$ cat config.mk
export PLATFORM = sky130hd
export DESIGN_NAME = kgp_multicycle_sequencer
export DESIGN_NICKNAME = d
export VERILOG_FILES = /design/src/rtl/kgp_multicycle_sequencer.sv
export SDC_FILE = /design/constraint.sdc
export NUM_CORES = 1
export LEC_CHECK = 0
export ABC_CLOCK_PERIOD_IN_PS = 2000
export CORE_ASPECT_RATIO = 1.2
export CORE_MARGIN = 5
export CORE_UTILIZATION = 41
export CTS_CLUSTER_SIZE = 12
export DETAILED_ROUTE_END_ITERATION = 10
export PLACE_DENSITY = 0.77
export RECOVER_POWER = 25
export SYNTH_ARGS = -nofsm -noshare
export SYNTH_HDL_FRONTEND = slang
export SYNTH_SLANG_ARGS = --single-unit
$ cat constraint.sdc
create_clock -name clk -period 2 [get_ports clk]
set_clock_uncertainty 0.2 [all_clocks]
set_input_delay 0.2 -clock clk [delete_from_list [all_inputs] [get_ports clk]]
set_output_delay 0.2 -clock clk [all_outputs]
set_load 0.02 [all_outputs]
$ cat src/rtl/kgp_multicycle_sequencer.sv
// Multi-cycle FETCH/DECODE/EXEC/MEM/WB control sequencer for the KGP-RISC datapath.
// Define STALL_TIMEOUT_EN to enable the MEM stall timeout and the ERR state.
module kgp_multicycle_sequencer #(
    parameter logic [5:0] HALT_OPCODE = 6'b111111,
`ifdef STALL_TIMEOUT_EN
    parameter int TIMEOUT_CYCLES = 16,
`endif
    parameter int CNT_W = 32
) (
    input  logic             clk,
    input  logic             rst,
    input  logic             start,
    input  logic             halt_req,
    input  logic [5:0]       opcode,
    input  logic             mem_read,
    input  logic             mem_write,
    input  logic             reg_write,
    input  logic             mem_ready,
    output logic             ir_we,
    output logic             alu_en,
    output logic             mem_en,
    output logic             rf_we,
    output logic             pc_we,
    output logic             busy,
    output logic             err,
    output logic [2:0]       state,
    output logic [CNT_W-1:0] instr_cnt
);

    typedef enum logic [2:0] {
        S_IDLE   = 3'd0,
        S_FETCH  = 3'd1,
        S_DECODE = 3'd2,
        S_EXEC   = 3'd3,
        S_MEM    = 3'd4,
        S_WB     = 3'd5,
        S_HALT   = 3'd6,
        S_ERR    = 3'd7
    } state_t;

    state_t           state_q, state_d;
    logic [CNT_W-1:0] instr_cnt_q, instr_cnt_d;

`ifdef STALL_TIMEOUT_EN
    localparam int TCNT_W = $clog2(TIMEOUT_CYCLES + 1);
    logic [TCNT_W-1:0] tcnt_q, tcnt_d;
`endif

    always_ff @(posedge clk or negedge rst) begin
        if (!rst) begin
            state_q     <= S_IDLE;
            instr_cnt_q <= '0;
`ifdef STALL_TIMEOUT_EN
            tcnt_q      <= '0;
`endif
        end else begin
            state_q     <= state_d;
            instr_cnt_q <= instr_cnt_d;
`ifdef STALL_TIMEOUT_EN
            tcnt_q      <= tcnt_d;
`endif
        end
    end

    always_comb begin
        state_d     = state_q;
        instr_cnt_d = instr_cnt_q;
        ir_we       = 1'b0;
        alu_en      = 1'b0;
        mem_en      = 1'b0;
        rf_we       = 1'b0;
        pc_we       = 1'b0;
`ifdef STALL_TIMEOUT_EN
        tcnt_d      = tcnt_q;
`endif
        case (state_q)
            S_IDLE:   if (start) state_d = S_FETCH;
            S_FETCH: begin
                ir_we   = 1'b1;
                state_d = S_DECODE;
            end
            S_DECODE: state_d = (opcode == HALT_OPCODE) ? S_HALT : S_EXEC;
            S_EXEC: begin
                alu_en = 1'b1;
                if (mem_read || mem_write) begin
                    state_d = S_MEM;
`ifdef STALL_TIMEOUT_EN
                    tcnt_d  = '0;
`endif
                end else if (reg_write) begin
                    state_d = S_WB;
                end else begin
                    pc_we = 1'b1;
                end
            end
            S_MEM: begin
                // A load (including read+write together) always finishes through WB.
                mem_en = 1'b1;
                if (mem_ready) begin
                    if (mem_read) state_d = S_WB;
                    else          pc_we   = 1'b1;
                end
`ifdef STALL_TIMEOUT_EN
                else if (tcnt_q == TCNT_W'(TIMEOUT_CYCLES - 1)) begin
                    state_d = S_ERR;
                end else begin
                    tcnt_d = tcnt_q + TCNT_W'(1);
                end
`endif
            end
            S_WB: begin
                rf_we = 1'b1;
                pc_we = 1'b1;
            end
            S_HALT:   if (start) state_d = S_FETCH;
            S_ERR:    state_d = S_ERR;
            default:  state_d = S_IDLE;
        endcase

        // Every retire is an instruction boundary.
        if (pc_we) begin
            state_d     = halt_req ? S_IDLE : S_FETCH;
            instr_cnt_d = instr_cnt_q + CNT_W'(1);
        end
    end

    assign busy      = !(state_q inside {S_IDLE, S_HALT, S_ERR});
`ifdef STALL_TIMEOUT_EN
    assign err       = (state_q == S_ERR);
`else
    assign err       = 1'b0;
`endif
    assign state     = state_q;
    assign instr_cnt = instr_cnt_q;

endmodule

* Word-level counts from Yosys, hierarchy flattened
Cells that the tools add are included.
Word-level totals: flip-flop bits (word level) 35, input bits 14, output and inout bits 42, logic and storage cells 40
Operators by class: add/subtract/negate cells 1, equality and inequality tests 12, mux-type cells 18, reductions and logical operators 7
Operators with widths (count):
- 32-bit by 1-bit adder with 32-bit output (second input constant) | 1
- 3-bit 2-to-1 mux | 7
- 3-bit case mux with 6 select lines | 1
- 3-bit == test (second input constant) | 4
- 1-bit 2-to-1 mux | 9
- 7-bit nonzero test | 1
- 3-bit by 2-bit == test with 1-bit output (second input constant) | 2
- 6-bit == test (second input constant) | 1
- 3-bit != test (second input constant) | 2
- 5-bit AND reduction | 1
- 4-bit != test (second input constant) | 1
- 3-bit by 1-bit == test with 1-bit output (second input constant) | 1
- 3-bit zero test | 1
- 3-bit by 1-bit != test with 1-bit output (second input constant) | 1
- 1-bit case mux with 3 select lines | 1
- 3-bit nonzero test | 1
- 2-bit OR reduction | 1
- 1-bit zero test | 1
- 1-bit logical OR | 1

* Longest topological paths before layout
Gate-level depths: netlist (run 1).
depth in word-level cells 5, gate-level depth with buffers 6, gate-level depth less buffers 5

* Least setup slack after synthesis (run 1)
No wires, ideal clock.
path type register to register, start reg state_q[1], in the netlist state[1], end reg instr_cnt_q[27], in the netlist instr_cnt[27], setup time 129 ps, arrival time 2105 ps, slack -434 ps, cell stages (with the launch flop) 7, path through dfrtp_1 -> buf_2 -> and3b_1 -> nand3b_1 -> a2111oi_4 -> nand4_1 -> xnor2_1
On the way: longest elaborated chain between the ends 2, elaborated cells between the ends (all ways) 4, classes of those cells eq/ne: 3; mux: 1
RTL lines:
- from (decl) | line 41 | state_t state_q, state_d;
- from (signal assigned) | line 57 | state_q <= state_d;
- 3-bit == test or 3-bit by 2-bit == test with 1-bit output (tied branches) | line 76 | case (state_q)
- 1-bit case mux with 3 select lines (*) | line 76
- to (signal assigned) | line 58 | instr_cnt_q <= instr_cnt_d;
- to (decl) | line 42 | logic [CNT_W-1:0] instr_cnt_q, instr_cnt_d;
Mark *: on every way between the ends. The rest lies on a longest branch, timed or not. A chain may end at the register's enable or synchronous reset.

* Final worst setup path (run 1)
start reg instr_cnt_q[6], in the netlist instr_cnt[6], end reg instr_cnt_q[27], in the netlist instr_cnt[27]
On the way: longest elaborated chain between the ends 1
RTL lines:
- 32-bit by 1-bit adder with 32-bit output | line 123 | instr_cnt_d = instr_cnt_q + CNT_W'(1);
Every way passes these cells.

==> results summary, run 1 <==
The run finished, with violations left. The checks that failed: negative setup slack. The share of async-settable or async-resettable flops after synthesis is 1.000.

For the pin with the worst max-slew slack, the measured transition is 0.8573 ns. Yosys attributes the largest share of cell area to dfrtp_1, xnor2_1, xor2_1. The first-pass iteration count of the detailed router came out at 4. The yosys synthesis warning count is 0.

The synthesized netlist occupies a cell area of 1728 sq um. The placed cell count came out at 299. In this run the critical register-to-register path is captured at instr_cnt[27]. The critical path in this run is classified as flip-flop to flip-flop. Traced cell by cell, the critical path runs through nand2_1 > or4_4 > buf_6 > a2111oi_4 > buf_6 > nand4_1 > xnor2_1. At the worst endpoint, the arrival time is 2.08 ns. The relative area change from synthesis to final layout is 60.32%. The finished layout holds 308 standard cells, fillers aside. The worst-case IR drop observed on VDD is 0.0005692 V.

The count of cells along the worst register-to-register path is 7. For this design, the slowest cell found on the critical path is or4_4. The count of routing violations after the opening detailed-route iteration came out at 87. The area of the core came out at 4004 sq um.

The via count of the first global-routing pass is 1603. The cell area power density came out at 888.5 nW/um^2. The final setup violation count is 14.

The DRC violations left came out at 0. Among the stages of the critical path, the cell type that occurs most often is buf_6. In the layout the commonest cells are clkdlybuf4s50_1, dfrtp_1, buf_4. For hold timing, the worst endpoint is state[0]. The number of nets in the layout came out at 268. The clock net sink count is 35. Timing would allow up to 473.9 MHz. The startpoint of the most critical hold path is halt_req. Setup total negative slack on the finished layout was measured at -0.5589 ns. The estimated wirelength of the detail-placed design is 3271 microns. The top fanout value on the critical path is 6. The average routed wire per standard cell is 14.46 microns. The worst stage delay on the critical path came out at 0.56 ns. In this run the worst hold path is classified as primary input to flip-flop. Yosys mapped a number of flops with a built-in enable equal to 0. Of the synthesized area, sequential elements account for 0.5069. The number of pins with negative max-slew slack in the final report is 0. The element type at the critical path start is a flip-flop. Entering global routing, the biggest net connects 36 pins. The clock slew seen by the registers of the worst setup and hold paths came out at 0.07 ns.

Data on the critical path is required at its endpoint by 1.97 ns. The hold buffer count at cts is 0. The number of stages on the worst hold path came out at 2. The number of clock buffers added by TritonCTS is 5. The clock reaches the later pin of the worst-skew pair after 0.29 ns. The average footprint of a synthesized cell came out at 10.60 sq um.

Summed over all instances, the cell type with the most area after synthesis is dfrtp_1. After layout, the minimum clock period comes to 2.110 ns. Leaving out fill and tap cells, the most frequent cell in the layout is clkdlybuf4s50_1.

The part of the cycle the worst path needs came out at 1.055. The floorplan step defined a die boundary enclosing 5618 sq um. The detailed-route via count came out at 1573.

CTS placed an instance of clkbuf_8 at the clock tree root. After synthesis the netlist holds a flip-flop and latch count of 35. Measured on the finished design, the core utilization comes to 0.6919. The post-route standard cell area excluding fillers is 2770 sq um. Synthesis produced a netlist whose cell count is 163. The number of buffers and inverters on the critical path is 2.

In this run the tool buffered the top-level ports with 54 buffer cells. The global-route wire length before repair is 7527 microns. The total of max-cap violations is 0. The final layout contains routed wiring with a total length of 4455 microns.

The share of layout cells above drive strength 1 came out at 0.2717. The power consumption came out at 2461 uW. The detail route stage leaves a number of antenna-violating nets equal to 0. Setup repair after global routing could not meet its margin everywhere.

The H-tree was split into 2 levels. Pin placement for this block handled 56 I/O pins. The cell leakage power is 0.001186 uW. The floorplan step set the die height to 81.12 microns.

The reg-to-reg setup timing slack is -0.11 ns. At the end of routability-driven placement, the weighted congestion stood at 0.8138. The worst max-slew margin expressed relative to the limit is 0.4285. The overall overflow remaining after global route is 0.

Setup slack on the critical path of the routed design comes to -0.1104 ns. The die outline width is 69.26 microns. STA classifies the critical path endpoint as a flip-flop. The distinct cell type count of the synthesized netlist is 35. The startpoint identified for the worst register-to-register timing path is instr_cnt[6]. The count of inserted antenna diode cells came out at 0.

The initial utilization of the core area, before any placement, comes to 0.4316. The final number of hold-violating endpoints came to 0. The clock tree from TritonCTS is built. Across every metal layer, demand over resource in global routing totals 0.1706. Of the post-synthesis cell area, the dominant cell type holds 0.5069. The number of placement rows came out at 25. The initial antenna violation count is 0.

Among all flip-flop cells after synthesis, the most frequent one is dfrtp_1. The via count normalized by instance count is 5.107. The cell family contributing the most delay on the critical path is simple AND/OR/NAND/NOR gates. The placed instance area is 2574 sq um. The largest buffer count on any clock path is 2. The total nets after synthesis is 178.
[metal layers]
| metal | vias to the layer above | track usage | part of all wire | routed length, microns |
|---|---|---|---|---|
| li1 | 749 | - | - | - |
| met1 | 775 | 0.1865 | 0.40 | 1804 |
| met2 | 38 | 0.3044 | 0.52 | 2332 |
| met3 | 11 | 0.04455 | 0.046 | 206 |
| met4 | 0 | 0.09180 | 0.025 | 112 |
| met5 | - | 0 | 0 | 0 |
[layout make-up]
cell class / instances / area, sq um
Multi-Input combinational cell: 121 / 922.1
Inverter: 4 / 15.01
Timing Repair Buffer: 86 / 782.0
Fill cell: 334 / 1234
Tap cell: 54 / 67.56
Sequential cell: 35 / 883.3
Clock buffer: 8 / 100.1
[power breakdown]
part           leakage (uW)  switching, uW  total [uW]  internal (uW)
logic              0.000671            575        1040            464
registers          0.000463           66.6         865            798
clock network     0.0000515            244         558            314
[metrics by stage]
step	hold slack, ns	worst slack (ns)
floorplan	-0.2956	-0.2226
global placement	0.2511	-0.2851
detailed placement	0.2613	-0.3087
CTS	0.1305	-0.09989
global route	0.2852	-0.1932
finish	0.2631	-0.1104
[synthesized netlist by cell type, types with 2 or more instances]
library cell  count
dfrtp_1          35
xnor2_1          21
nand2_1          18
nand3_1          12
nand4_1          10
xor2_1           10
nor2_1            9
nor3_1            8
a21oi_1           4
inv_1             4
nor2b_1           3
a2111oi_4         2
and2_1            2
and3_1            2
and4_1            2
o21ai_0           2
[flip-flops by register name (all words and copies together), names as in the netlist]
signal,count
instr_cnt,32
state,3
[worst max path at each step]
stage	startpoint	end	slack, ns	cells past startpoint
floorplan	state[1]	instr_cnt[27]	-0.22	6
global placement	mem_ready	pc_we	-0.29	5
detailed placement	mem_ready	instr_cnt[10]	-0.31	7
CTS	instr_cnt[10]	instr_cnt[27]	-0.1	7
global route	instr_cnt[8]	instr_cnt[27]	-0.19	7
finish	instr_cnt[6]	instr_cnt[27]	-0.11	7
[cells by family (layout without fill, tap and decap cells)]
family,count (synthesis),in the layout,share of synthesized area
AOI/OAI and AO/OA,15,15,0.08255
xor gates and xnor gates,31,31,0.1571
adders and majority gates,1,1,0.007240
buffers and inverters,7,98,0.01810
DFF,35,35,0.5069
muxes,2,2,0.01231
other,1,1,0.002170
and+or+nand+nor,71,71,0.2136
[what timing repair did]
action / CTS / global route
buffers inserted: 1 / 0
endpoints found under the setup margin: 25 / 20
pin swaps: 7 / 11
gates resized for setup: 16 / 13
No activity file was read; power rests on OpenSTA's default activity.
==> inputs of run 2 (changes only) <==
Settings changed: SKIP_CTS_REPAIR_TIMING set to 1.
==> results summary, run 2 (synthesis gave the netlist of run 1 again) <==
The relative area change from synthesis to final layout was 63.00% (was 60.32%). The boundary pin count is 56 (unchanged). The power share of the combinational group is 0.429 (was 0.422). The setup slack of the critical path after layout is -0.1390 ns (was -0.1104 ns). Top library cells by usage in the layout, fill and taps aside: clkdlybuf4s50_1, buf_4, dfrtp_1 (was clkdlybuf4s50_1, dfrtp_1, buf_4). The root buffer selected by CTS is clkbuf_8 (unchanged). The switching power summed over all nets came out at 892.3 uW (was 885.1 uW).

The top fanout value on the critical path is 6 (unchanged). The placed cell count came out at 299 (unchanged). The global-route wire length before repair came out at 7369 microns (was 7527 microns). The internal power consumption came out at 1602 uW (was 1576 uW). The clock tree from TritonCTS is built (unchanged). The detailed-route via count came out at 1579 (was 1573).

The number of placement rows is 25 (unchanged). The floorplan die area is 5618 sq um (unchanged). The number of nets in the layout is 272 (was 268).

The first-pass iteration count of the detailed router is 4 (unchanged). The number of nets with antenna violations after detailed routing is 0 (unchanged). The count of inserted antenna diode cells is 0 (unchanged). The final routed wirelength across all metal layers came to 4605 microns (was 4455 microns).

The largest buffer count on any clock path came out at 2 (unchanged). The peak ir drop on the vdd network came out at 0.0005944 V (was 0.0005692 V). The cell area power density came out at 885.7 nW/um^2 (was 888.5 nW/um^2). The share of layout cells above drive strength 1 is 0.2674 (was 0.2717).

The clock network power share came to 0.223 (was 0.227). The die outline width is 69.26 microns (unchanged). The via count normalized by instance count was 5.061 (was 5.107). The most common library cell in the layout ignoring fill and taps was clkdlybuf4s50_1 (unchanged). The worst max-slew margin expressed relative to the limit is 0.4286 (was 0.4285). The count of routing violations after the opening detailed-route iteration came out at 98 (was 87).

The clock net sink count came out at 35 (unchanged). The initial antenna violation count came out at 0 (unchanged). The highest achievable clock rate was 467.5 MHz (was 473.9 MHz). The endpoint required time on the critical path came out at 1.97 ns (about the same).

The number of H-tree branching levels was 2 (unchanged). Setup repair after global routing missed its margin: yes (unchanged). The time the final worst path needs with I/O delays and setup came out at 2.139 ns (was 2.110 ns). The worst hold path class was flip-flop to flip-flop (was primary input to flip-flop). The effective utilization at floorplan is 0.4316 (unchanged).

The average routed wire per standard cell came out at 14.76 microns (was 14.46 microns). The count of placed standard cells in the final layout, fillers left out came out at 312 (was 308). The pin count of the biggest net entering global routing came to 36 (unchanged).

The number of buffers inserted during clock tree synthesis came out at 5 (unchanged). The estimated wirelength of the detail-placed design came out at 3271 microns (unchanged). The source-to-sink clock delay at the later pin of the worst-skew pair came out at 0.29 ns (about the same). The area of the core was 4004 sq um (unchanged). The arrival time at the worst endpoint was 2.11 ns (was 2.08 ns).

The element type at the critical path start is a flip-flop (unchanged). Violated checks: negative setup slack (unchanged). The part of the cycle the worst path needs is 1.070 (was 1.055). The die outline height came out at 81.12 microns (unchanged). The global-route usage over all layers is 0.1671 (was 0.1706). The via count of the first global-routing pass came to 1585 (was 1603). The count of buffers inserted at the top-level ports came out at 54 (unchanged).

The type of the worst setup path is flip-flop to flip-flop (unchanged). The kind of end point of the critical path was a flip-flop (unchanged). The final setup violation count came out at 14 (unchanged). Status: complete, but fails checks (unchanged). The clock slew seen by the registers of the worst setup and hold paths came out at 0.07 ns (about the same). The DRC violations left came out at 0 (unchanged).

The overall overflow remaining after global route is 0 (unchanged). The placer congestion estimate came out at 0.8138 (unchanged). The final number of hold-violating endpoints is 0 (unchanged). The number of pins with negative max-slew slack in the final report came out at 0 (unchanged).

The number of flip-flops under the largest register name came out at 32 (unchanged). The power share of the sequential group is 0.348 (was 0.351). The net switching share of the total power is 0.3577 (was 0.3596). The cell leakage power was 0.001277 uW (was 0.001186 uW). The power consumption came to 2495 uW (was 2461 uW). The end-of-flow core utilization is 0.7034 (was 0.6919).

The slew at the pin closest to its max-slew limit is 0.8570 ns (was 0.8573 ns). The total of max-cap violations came to 0 (unchanged). The worst hold margin is 0.2633 ns (was 0.2631 ns).
[run 2: per-stage QoR]
stage               worst slack (ns)  instance area [sq um]  TNS, ns
floorplan                    -0.2226                   1755   -2.606
global placement             -0.2851                   2574   -5.260
detailed placement           -0.3087                   2574   -6.429
CTS                          -0.2978                   2674   -1.878
global route                 -0.2061                   2816   -1.952
finish                       -0.1390                   2816  -0.8618
[run 2: path summary, 6_finish.rpt]
| check | startpoint | to | slack (ns) | cells after the start |
|---|---|---|---|---|
| max | instr_cnt[7] | instr_cnt[27] | -0.14 | 7 |
| min | instr_cnt[31] | instr_cnt[31] | 0.26 | 1 |
| max reg2reg | instr_cnt[7] | instr_cnt[27] | -0.14 | 7 |
| min reg2reg | instr_cnt[31] | instr_cnt[31] | 0.26 | 1 |
| max in group asynchronous | rst | state[0] | 0.66 | 2 |
| min in group asynchronous | rst | instr_cnt[30] | 0.35 | 2 |
[run 2: final cells by class]
cell class,instances,area [sq um]
fillers,325,1187
multi-input cells,121,912.1
flip-flops and latches,35,883.3
repair buffers,90,838.3
clock buffers,8,100.1
well taps,54,67.56
inverters,4,15.01
[run 2: per-layer routing]
layer / wire length, microns / vias up / global-route usage / share of wire
met3: 217 / 7 / 0.04332 / 0.047
met1: 1921 / 783 / 0.1826 / 0.42
met2: 2399 / 33 / 0.3006 / 0.52
li1: - / 756 / - / -
met5: 0 / - / 0 / 0
met4: 68 / 0 / 0.08594 / 0.015
[run 2: power groups by stage]
stage	logic [uW]	registers [uW]	clock network (uW)
global route	1150	883	600
CTS	1070	861	569
finish	1070	868	556
global placement	1050	866	0
detailed placement	1050	869	0
floorplan	423	993	0
[run 2: worst max-delay path, stage by stage (launching register included)]
cell and delay (ns):
dfrtp_1 0.36, nand2_1 0.08, or4_4 0.58, buf_6 0.15
a2111oi_4 0.20, buf_6 0.18, nand4_1 0.12, xnor2_1 0.15
==> inputs of run 3 (changes only) <==
Settings changed: CTS_CLUSTER_DIAMETER set to 50.
==> results of run 3 <==
The final DEF is identical to that of run 2; final timing and power are the same.
